$ cat config.mk
export PLATFORM = sky130hd
export DESIGN_NAME = cam_frame_writer_flat
export DESIGN_NICKNAME = d
export VERILOG_FILES = /design/src/rtl/cam_pkg.sv /design/src/rtl/cam_frame_writer_if.sv /design/src/rtl/cam_px_convert.sv /design/src/rtl/cam_frame_writer.sv /design/src/flat_wrapper.sv
export SDC_FILE = /design/constraint.sdc
export NUM_CORES = 1
export LEC_CHECK = 0
export CORE_MARGIN = 2
export CORE_UTILIZATION = 40
export CTS_BUF_LIST = sky130_fd_sc_hd__clkbuf_4 sky130_fd_sc_hd__clkbuf_8
export DETAILED_ROUTE_END_ITERATION = 16
export PLACE_DENSITY_LB_ADDON = 0.12
export SETUP_SLACK_MARGIN = 0.3
export SLEW_MARGIN = 5
export SYNTH_ARGS = -nofsm -noshare
export SYNTH_HDL_FRONTEND = slang
export SYNTH_SLANG_ARGS = --single-unit
export TNS_END_PERCENT = 30
$ cat constraint.sdc
create_clock -name pclk -period 3.4 [get_ports pclk]
set_clock_uncertainty 0.1 [all_clocks]
set_input_delay 0.68 -clock pclk [delete_from_list [all_inputs] [get_ports pclk]]
set_output_delay 0.68 -clock pclk [all_outputs]
set_load 0.005 [all_outputs]
$ cat src/rtl/cam_pkg.sv
// cam_pkg: shared camera-path constants, RGB555 field indices and capture FSM states
package cam_pkg;
  localparam int CAM_DEPTH  = 76800;
  localparam int CAM_ADDR_W = 17;
  localparam int R_HI = 14;
  localparam int R_LO = 10;
  localparam int G_HI = 9;
  localparam int G_LO = 5;
  localparam int B_HI = 4;
  localparam int B_LO = 0;
  typedef enum logic [1:0] {IDLE, ARM, CAPTURE, DONE} cam_state_e;
endpackage

$ cat src/rtl/cam_frame_writer_if.sv
// cam_frame_writer_if: pixel input, capture handshake and frame-buffer write bus; master = writer, slave = environment
interface cam_frame_writer_if import cam_pkg::*; #(
  parameter int ADDR_W = CAM_ADDR_W
);
  logic [14:0]       px_data;
  logic              px_strobe;
  logic              frame_start;
  logic              capture_req;
  logic [ADDR_W-1:0] mem_addr;
  logic [7:0]        mem_data;
  logic              mem_we;
  logic              busy;
  logic              frame_done;
  logic              short_frame;
  modport master (
    input  px_data, px_strobe, frame_start, capture_req,
    output mem_addr, mem_data, mem_we, busy, frame_done, short_frame
  );
  modport slave (
    output px_data, px_strobe, frame_start, capture_req,
    input  mem_addr, mem_data, mem_we, busy, frame_done, short_frame
  );
endinterface

$ cat src/rtl/cam_px_convert.sv
// cam_px_convert: RGB555 to 8-bit pixel (px_i in, y_o out); RGB332 by default, gray 2R+5G+B when CAM_WR_GRAY_EN is defined
module cam_px_convert import cam_pkg::*; (
  input  logic [14:0] px_i,
  output logic [7:0]  y_o
);
`ifdef CAM_WR_GRAY_EN
  logic [4:0] r, g, b;
  assign r = px_i[R_HI:R_LO];
  assign g = px_i[G_HI:G_LO];
  assign b = px_i[B_HI:B_LO];
  // peak is 2*31 + 5*31 + 31 = 248, so 8 bits never overflow
  assign y_o = {2'b00, r, 1'b0} + 8'(g) * 8'd5 + 8'(b);
`else
  logic unused_lsbs;
  assign unused_lsbs = ^{px_i[R_LO+1:R_LO], px_i[G_LO+1:G_LO], px_i[B_LO+2:B_LO]};
  assign y_o = {px_i[R_HI -: 3], px_i[G_HI -: 3], px_i[B_HI -: 2]};
`endif
endmodule

$ cat src/rtl/cam_frame_writer.sv
// cam_frame_writer: captures one frame per capture_req into a linear frame buffer (pclk, rst, bus.master); gray mode via CAM_WR_GRAY_EN
module cam_frame_writer import cam_pkg::*; #(
  parameter int DEPTH  = CAM_DEPTH,
  parameter int ADDR_W = CAM_ADDR_W
) (
  input logic pclk,
  input logic rst,
  cam_frame_writer_if.master bus
);
  localparam logic [ADDR_W-1:0] LAST = ADDR_W'(DEPTH - 1);
  cam_state_e state_q, state_d;
  logic [ADDR_W-1:0] cnt_q, cnt_d, addr_q, addr_d, base;
  logic [7:0] data_q, data_d, px8;
  logic strb_q, fs_q, strb_rise, fs_rise, active;
  logic we_q, we_d, busy_q, busy_d, done_q, done_d, short_q, short_d;
  cam_px_convert u_conv (.px_i(bus.px_data), .y_o(px8));
  assign strb_rise = bus.px_strobe & ~strb_q;
  assign fs_rise   = bus.frame_start & ~fs_q;
  // ARM only moves on a frame-start rise; CAPTURE acts every cycle
  assign active    = (state_q == CAPTURE) || (state_q == ARM && fs_rise);
  // a frame-start rise always restarts the frame at address 0
  assign base      = fs_rise ? '0 : cnt_q;
  always_comb begin
    state_d = state_q;
    cnt_d   = cnt_q;
    addr_d  = addr_q;
    data_d  = data_q;
    we_d    = 1'b0;
    short_d = short_q;
    case (state_q)
      IDLE: begin
        cnt_d = '0;
        if (bus.capture_req) begin
          state_d = ARM;
          short_d = 1'b0;
        end
      end
      ARM, CAPTURE: begin
        if (!bus.capture_req) state_d = IDLE;
        else if (active) begin
          state_d = CAPTURE;
          cnt_d   = base;
          if (state_q == CAPTURE && fs_rise && cnt_q != '0) short_d = 1'b1;
          if (strb_rise) begin
            we_d   = 1'b1;
            addr_d = base;
            data_d = px8;
            if (base == LAST) state_d = DONE;
            else cnt_d = base + ADDR_W'(1);
          end
        end
      end
      default: if (!bus.capture_req) state_d = IDLE;
    endcase
  end
  assign busy_d = (state_d == ARM) || (state_d == CAPTURE);
  // rises one cycle after the final write, falls as soon as the release is sampled
  assign done_d = (state_q == DONE) && (state_d == DONE);
  always_ff @(posedge pclk or posedge rst) begin
    if (rst) begin
      state_q <= IDLE;
      cnt_q   <= '0;
      addr_q  <= '0;
      data_q  <= '0;
      we_q    <= 1'b0;
      busy_q  <= 1'b0;
      done_q  <= 1'b0;
      short_q <= 1'b0;
      strb_q  <= 1'b0;
      fs_q    <= 1'b0;
    end else begin
      state_q <= state_d;
      cnt_q   <= cnt_d;
      addr_q  <= addr_d;
      data_q  <= data_d;
      we_q    <= we_d;
      busy_q  <= busy_d;
      done_q  <= done_d;
      short_q <= short_d;
      strb_q  <= bus.px_strobe;
      fs_q    <= bus.frame_start;
    end
  end
  assign bus.mem_addr    = addr_q;
  assign bus.mem_data    = data_q;
  assign bus.mem_we      = we_q;
  assign bus.busy        = busy_q;
  assign bus.frame_done  = done_q;
  assign bus.short_frame = short_q;
endmodule

$ cat src/flat_wrapper.sv
// flat-port wrapper written by rule: the top's interface ports become plain ports
module cam_frame_writer_flat import cam_pkg::*;
#(
  parameter int DEPTH  = CAM_DEPTH,
  parameter int ADDR_W = CAM_ADDR_W
)
  (pclk, rst, bus_px_data, bus_px_strobe, bus_frame_start, bus_capture_req, bus_mem_addr, bus_mem_data, bus_mem_we, bus_busy, bus_frame_done, bus_short_frame);
  cam_frame_writer_if #(.ADDR_W(ADDR_W)) bus_i ();
  input logic pclk;
  input logic rst;
  input wire logic [$bits(bus_i.px_data)-1:0] bus_px_data;
  input wire logic [$bits(bus_i.px_strobe)-1:0] bus_px_strobe;
  input wire logic [$bits(bus_i.frame_start)-1:0] bus_frame_start;
  input wire logic [$bits(bus_i.capture_req)-1:0] bus_capture_req;
  output wire logic [$bits(bus_i.mem_addr)-1:0] bus_mem_addr;
  output wire logic [$bits(bus_i.mem_data)-1:0] bus_mem_data;
  output wire logic [$bits(bus_i.mem_we)-1:0] bus_mem_we;
  output wire logic [$bits(bus_i.busy)-1:0] bus_busy;
  output wire logic [$bits(bus_i.frame_done)-1:0] bus_frame_done;
  output wire logic [$bits(bus_i.short_frame)-1:0] bus_short_frame;
  assign bus_i.px_data = bus_px_data;
  assign bus_i.px_strobe = bus_px_strobe;
  assign bus_i.frame_start = bus_frame_start;
  assign bus_i.capture_req = bus_capture_req;
  assign bus_mem_addr = bus_i.mem_addr;
  assign bus_mem_data = bus_i.mem_data;
  assign bus_mem_we = bus_i.mem_we;
  assign bus_busy = bus_i.busy;
  assign bus_frame_done = bus_i.frame_done;
  assign bus_short_frame = bus_i.short_frame;
  cam_frame_writer #(.DEPTH(DEPTH), .ADDR_W(ADDR_W)) u_core (.pclk(pclk), .rst(rst), .bus(bus_i));
endmodule
* Yosys cells after proc, flatten, opt, wreduce, memory -nomap -nowiden
Index checks and enable logic that the tools add are counted.
Cells by class: add/sub/neg operators 1, equal/unequal tests 11, multiplexer cells 22, bitwise gates (word level) 4, reductions and logical operators 13
Operator list (number):
- $mux 17 | 5
- $pmux 17 s2 | 1
- $add 17x1->17 const B | 1
- $eq 17x17->1 const B | 1
- $reduce_bool 17->1 | 1
- $mux 2 | 5
- $mux 1 | 9
- $eq 2x2->1 const B | 4
- $reduce_and 5->1 | 1
- $eq 2x1->1 const B | 2
- $logic_and 1x1->1 | 4
- $ne 2x1->1 const B | 2
- $ne 2x2->1 const B | 2
- $pmux 2 s2 | 1
- $reduce_and 4->1 | 1
- $reduce_and 3->1 | 1
- $and 1x1->1 | 2
- $logic_not 2->1 | 1
- $logic_or 1x1->1 | 2
- $not 1->1 | 2
- $pmux 1 s2 | 1
- $reduce_bool 2->1 | 1
- $reduce_or 2->1 | 1
Storage, ports and cells: register bits 50, bits of input ports 20, output and inout bits 29, word-level logic and storage cells 61

* Longest topological paths before layout
depth after elaboration 11, gate-level depth with buffers 13

* By module
A second synthesis with hierarchy kept.
Second synthesis, totals: cells, all modules 278, area total of the unflattened synthesis 2696.3 µm²
Modules (own cells, without submodules):
- cam_frame_writer | instances 1, cells each 270, area each 2636.3 µm²
- cam_px_convert | instances 1, cells each 8, area each 60.1 µm²

* Worst setup path after synthesis
OpenSTA, ideal clock, no wires.
path type input to register, start point input bus_frame_start, end point register u_core.busy_q, in the netlist u_core.bus.busy, setup time 0.126 ns, arrival 2.882 ns, required time 3.174 ns, setup slack 0.292 ns, stages 12, path buffers 2, cell sequence nand2b_1 buf_2 buf_1 nand2_1 inv_1 ha_1 nand3_2 or3_4 nor3_1 a2111oi_0 nor2_1 ha_1
On the way: word-level cells in the longest chain between the ends 10
Ends and longest elaborated chain:
- start, declared | line flat_wrapper.sv:13 | input wire logic [$bits(bus_i.frame_start)-1:0] bus_frame_start;
- $and 1x1->1 * | line cam_frame_writer.sv:18 | assign fs_rise = bus.frame_start & ~fs_q;
- $mux 17 * | line cam_frame_writer.sv:22 | assign base = fs_rise ? '0 : cnt_q;
- net u_core.base[0] | line cam_frame_writer.sv:12 | logic [ADDR_W-1:0] cnt_q, cnt_d, addr_q, addr_d, base;
- $eq 17x17->1 * | line cam_frame_writer.sv:48 | if (base == LAST) state_d = DONE;
- $mux 1 * | line cam_frame_writer.sv:48
- $mux 2 * | line cam_frame_writer.sv:44 | if (strb_rise) begin
- $mux 2 * | line cam_frame_writer.sv:40 | else if (active) begin
- $mux 2 * | line cam_frame_writer.sv:39 | if (!bus.capture_req) state_d = IDLE;
- $pmux 2 s2 * | line cam_frame_writer.sv:30 | case (state_q)
- net u_core.state_d[0] | line cam_frame_writer.sv:11 | cam_state_e state_q, state_d;
- $eq 2x1->1 / $eq 2x2->1 (equally long branches) | line cam_frame_writer.sv:56 | assign busy_d = (state_d == ARM) || (state_d == CAPTURE);
- $logic_or 1x1->1 * | line cam_frame_writer.sv:56
- net u_core.busy_d | line cam_frame_writer.sv:15 | logic we_q, we_d, busy_q, busy_d, done_q, done_d, short_q, short_d;
- end signal, assigned | line cam_frame_writer.sv:77 | busy_q <= busy_d;
- end, declared | line cam_frame_writer.sv:15
The timed path passes the listed nets; every way through them passes the cells marked *. A chain may end at the register's enable or synchronous reset.

* Worst setup path after layout
start point input bus_frame_start, end point register u_core.cnt_q[16]
On the way: word-level cells in the longest chain between the ends 8
Ends and longest elaborated chain:
- $and 1x1->1 * | line cam_frame_writer.sv:18
- $mux 17 * | line cam_frame_writer.sv:22
- net u_core.base[1] | line cam_frame_writer.sv:12
- $add 17x1->17 / $eq 17x17->1 (equally long branches) | line cam_frame_writer.sv:49, cam_frame_writer.sv:48
- $mux 17 * | line cam_frame_writer.sv:48
- $mux 17 * | line cam_frame_writer.sv:44
- $mux 17 * | line cam_frame_writer.sv:40
- $mux 17 * | line cam_frame_writer.sv:39
- $pmux 17 s2 * | line cam_frame_writer.sv:30
- end signal, assigned | line cam_frame_writer.sv:73 | cnt_q <= cnt_d;
- end, declared | line cam_frame_writer.sv:12
The timed path passes the listed nets; every way through them passes the cells marked *. The select of a mux whose other input is x is not followed.

==> flow_summary.toml <==
[critical_path]
cp-startpoint = "bus_frame_start"
crit_required_ns = 3.53
end_kind = "register"
r2r-start = "u_core.state_q[0]"
cpLargestDelayFamily = "simple AND/OR/NAND/NOR gates"
rr_endpoint = "u_core.cnt_q[5]"
crit_slowest_cell = "or4_1"
r2r_slack_ns = 0.72
reg2reg_depth = 7
crit_chain = "clkdlybuf4s50_1, nand2b_4, and2_1, ha_1, nand3_2, or3_4, or4_1, a21o_1, o21ai_1"
start_kind = "primary input"
cp_num_buf_inv = 1
cp-endpoint = "u_core.cnt_q[16]"
crit_fanout = 6
crit_arrival_ns = 3.03
path_depth = 9
worstSetupPathType = "in -> reg"
critical_path.max_stage_delay_ns = 0.51

[yosys]
synth_top_area_cell = "dfrtp_1"
synthFlopType = "dfrtp_1"
yosys_warnings = 0
synth_top_cell_area_share_pct = 49.7
yosysMostFrequentCell = "nand2_1"
postSynth.asyncResetShare_pct = 100
synth_edf_count = 0
synthTopCellsByCount = "nand2_1 (73), dfrtp_1 (50), o21ai_0 (25)"
syn_nets = 302
yosysSeqAreaShare_pct = 49.7
syn_area_per_cell_um2 = 9.13
syn_area_mm2 = 0.00252
synth.lib_cells_used.distinct = 55
yosys-top-cells-area = "dfrtp_1 (50%), nand2_1 (11%), o21ai_0 (5.0%)"
ys_seq_elements = 50
synthCells = 276

[layout]
nets = 349
n_antenna_cell = 0
areaGrowthSynthToFinish_pct = 26.2
fin_cells = 399
drive_gt1_share_pct = 10.8

[drt]
first_pass_iters = 4
wl_per_cell_um = 15.1
routed_wl_um = 6030
post-route-drc-count = 0
drtIter0Drc = 126
antenna_left = 0
vias_per_cell = 5.56
vias = 2218

[sta]
hold_viol_final = 0
setup_viol = 0
rsz0062_at_grt = "no"
tns_ns = 0
tightest_slew_ns = 1.10
fin_crit_ns = 2.89
slew_headroom_pct = 26.2
slew_violations = 0
fmax_mhz = 346
period_share_pct = 85.1

[clocking]
numCtsBuffers = 5
holdBufCountCts = 0
cts_tree = "built"
clock_latency_ns = 0.30
clkSinkCount = 50
path_clk_slew_ns = 0.09
htreeDepth = 2
root_buffer = "clkbuf_8"
clockBufferDepth = 2

[placed_design]
dpl.cell_count = 391
dp_hpwl_um = 4200
portBuffers = 41
place.gp.congestion = 0.864

[floorplanning]
core_area_mm2 = 0.00599
io_pins = 49
die_x_um = 83.4
dieArea_mm2 = 0.00695
die_height_um = 83.4
initial_core_util_pct = 42.1
rows = 28

[power]
p_leak_nw = 1.36
seqPwrFrac_pct = 44.5
power_density_mw_per_mm2 = 485
power.switching_mw = 0.479
max-vdd-ir-drop_v = 0.000248
swShare_pct = 31.1
power_frac_clock_pct = 27.6
p_comb_share_pct = 27.9
power.internal_mw = 1.06

[global_route]
antenna_found_initial = 0
overflow = 0
track_usage_pct = 18.5
grt_pass1_wl_um = 10600
grt_max_degree = 51
grt_pass1_vias = 2245

[hold_path]
min_path_type = "reg -> reg"

[job]
drv_cap = 0

[run_status]
status = "finished, final reports clean"
sequential cells by signal, indices dropped and copies added (netlist names):
name and cells:
u_core.bus.frame_done 1, u_core.state_q 2, u_core.bus.mem_we 1, u_core.bus.short_frame 1
u_core.strb_q 1, u_core.bus.busy 1, u_core.cnt_q 17, u_core.bus.mem_data 8
u_core.fs_q 1, u_core.bus.mem_addr 17
layout by cell type (no fill, tap or decap), drive strengths merged, types with 4 or more instances in the layout:
cell,count
dfrtp,50
buf,13
nand4,10
clkbuf,6
nor2,6
ha,6
nor3,8
nand2,73
nor4,7
clkdlybuf4s50,41
nand3,10
o21ai,27
and2,4
inv,10
how the worst min path moves through the flow:
stage / from / end / slack (ns) / cells after the start
global route: u_core.bus.mem_data[1] / u_core.bus.mem_data[1] / 0.41 / 2
finish: u_core.bus.mem_data[6] / u_core.bus.mem_data[6] / 0.38 / 2
detailed placement: u_core.bus.mem_data[6] / u_core.bus.mem_data[6] / 0.36 / 2
floorplan: u_core.bus.short_frame / u_core.bus.short_frame / 0.37 / 2
global placement: u_core.bus.mem_data[3] / u_core.bus.mem_data[3] / 0.36 / 2
CTS: u_core.bus.mem_data[6] / u_core.bus.mem_data[6] / 0.38 / 2
power groups by stage:
stage | clock network (mW) | registers [mW] | logic [mW]
detailed placement | 0 | 0.698 | 0.430
CTS | 0.441 | 0.686 | 0.432
finish | 0.426 | 0.685 | 0.430
global placement | 0 | 0.697 | 0.424
global route | 0.463 | 0.694 | 0.487
floorplan | 0 | 0.701 | 0.240
worst reg2reg max path, stage by stage (launching register included):
cell	delay, ns
dfrtp_1	0.38
inv_1	0.09
ha_1	0.36
nand2_1	0.14
o21ba_2	0.25
nor2_1	0.87
o21ai_0	0.25
o32ai_1	0.16
cell families (layout without fill, tap and decap cells):
family                   Yosys count  after routing  share of synthesized area [%]
buffers and inverters             24             72                           4.22
AND/OR/NAND/NOR                  136            136                           26.3
multiplexers                       2              2                          0.894
adder cells (fa/ha/maj)            7              7                           3.38
AO/OA/AOI/OAI                     56             56                           15.2
flip-flops                        50             50                           49.7
XOR/XNOR                           1              1                          0.348
timing repair:
action	in CTS	in global routing
setup endpoints to repair	0	2
endpoints found under the hold margin	0	0
gates resized for setup	0	2
buffers inserted	0	0
per-layer routing:
layer  up-vias  track usage, %  share of wire, %
li1       1074               -                 -
met1      1072            23.9                46
met5         -               0                 0
met3         4            5.07               6.1
met4         0            4.62              0.63
met2        68            30.6                47
stage by stage:
step | power [mW] | instance area, µm² | util [%] | hold slack, ns | setup WS [ns]
after global routing | 1.64 | 3180 | 53.1 | 0.411 | 0.318
after floorplan | 0.940 | 2520 | - | 0.369 | 0.415
after detailed placement | 1.13 | 3050 | 51.0 | 0.361 | 0.00726
final | 1.54 | 3180 | 53.1 | 0.378 | 0.508
after CTS | 1.56 | 3170 | 52.9 | 0.385 | 0.335
after global placement | 1.12 | 3050 | 51.0 | 0.358 | 0.0412
cell type report:
type / count / area [µm²]
sequential: 50 / 1250
timing repair buffer: 54 / 508
tap: 75 / 93.8
clock buffer: 6 / 76.3
inverter: 10 / 37.5
clock inverter: 2 / 37.5
multi-input combinational: 202 / 1170
fill: 552 / 2810
Note: power is estimated with default switching activity, not from simulation.
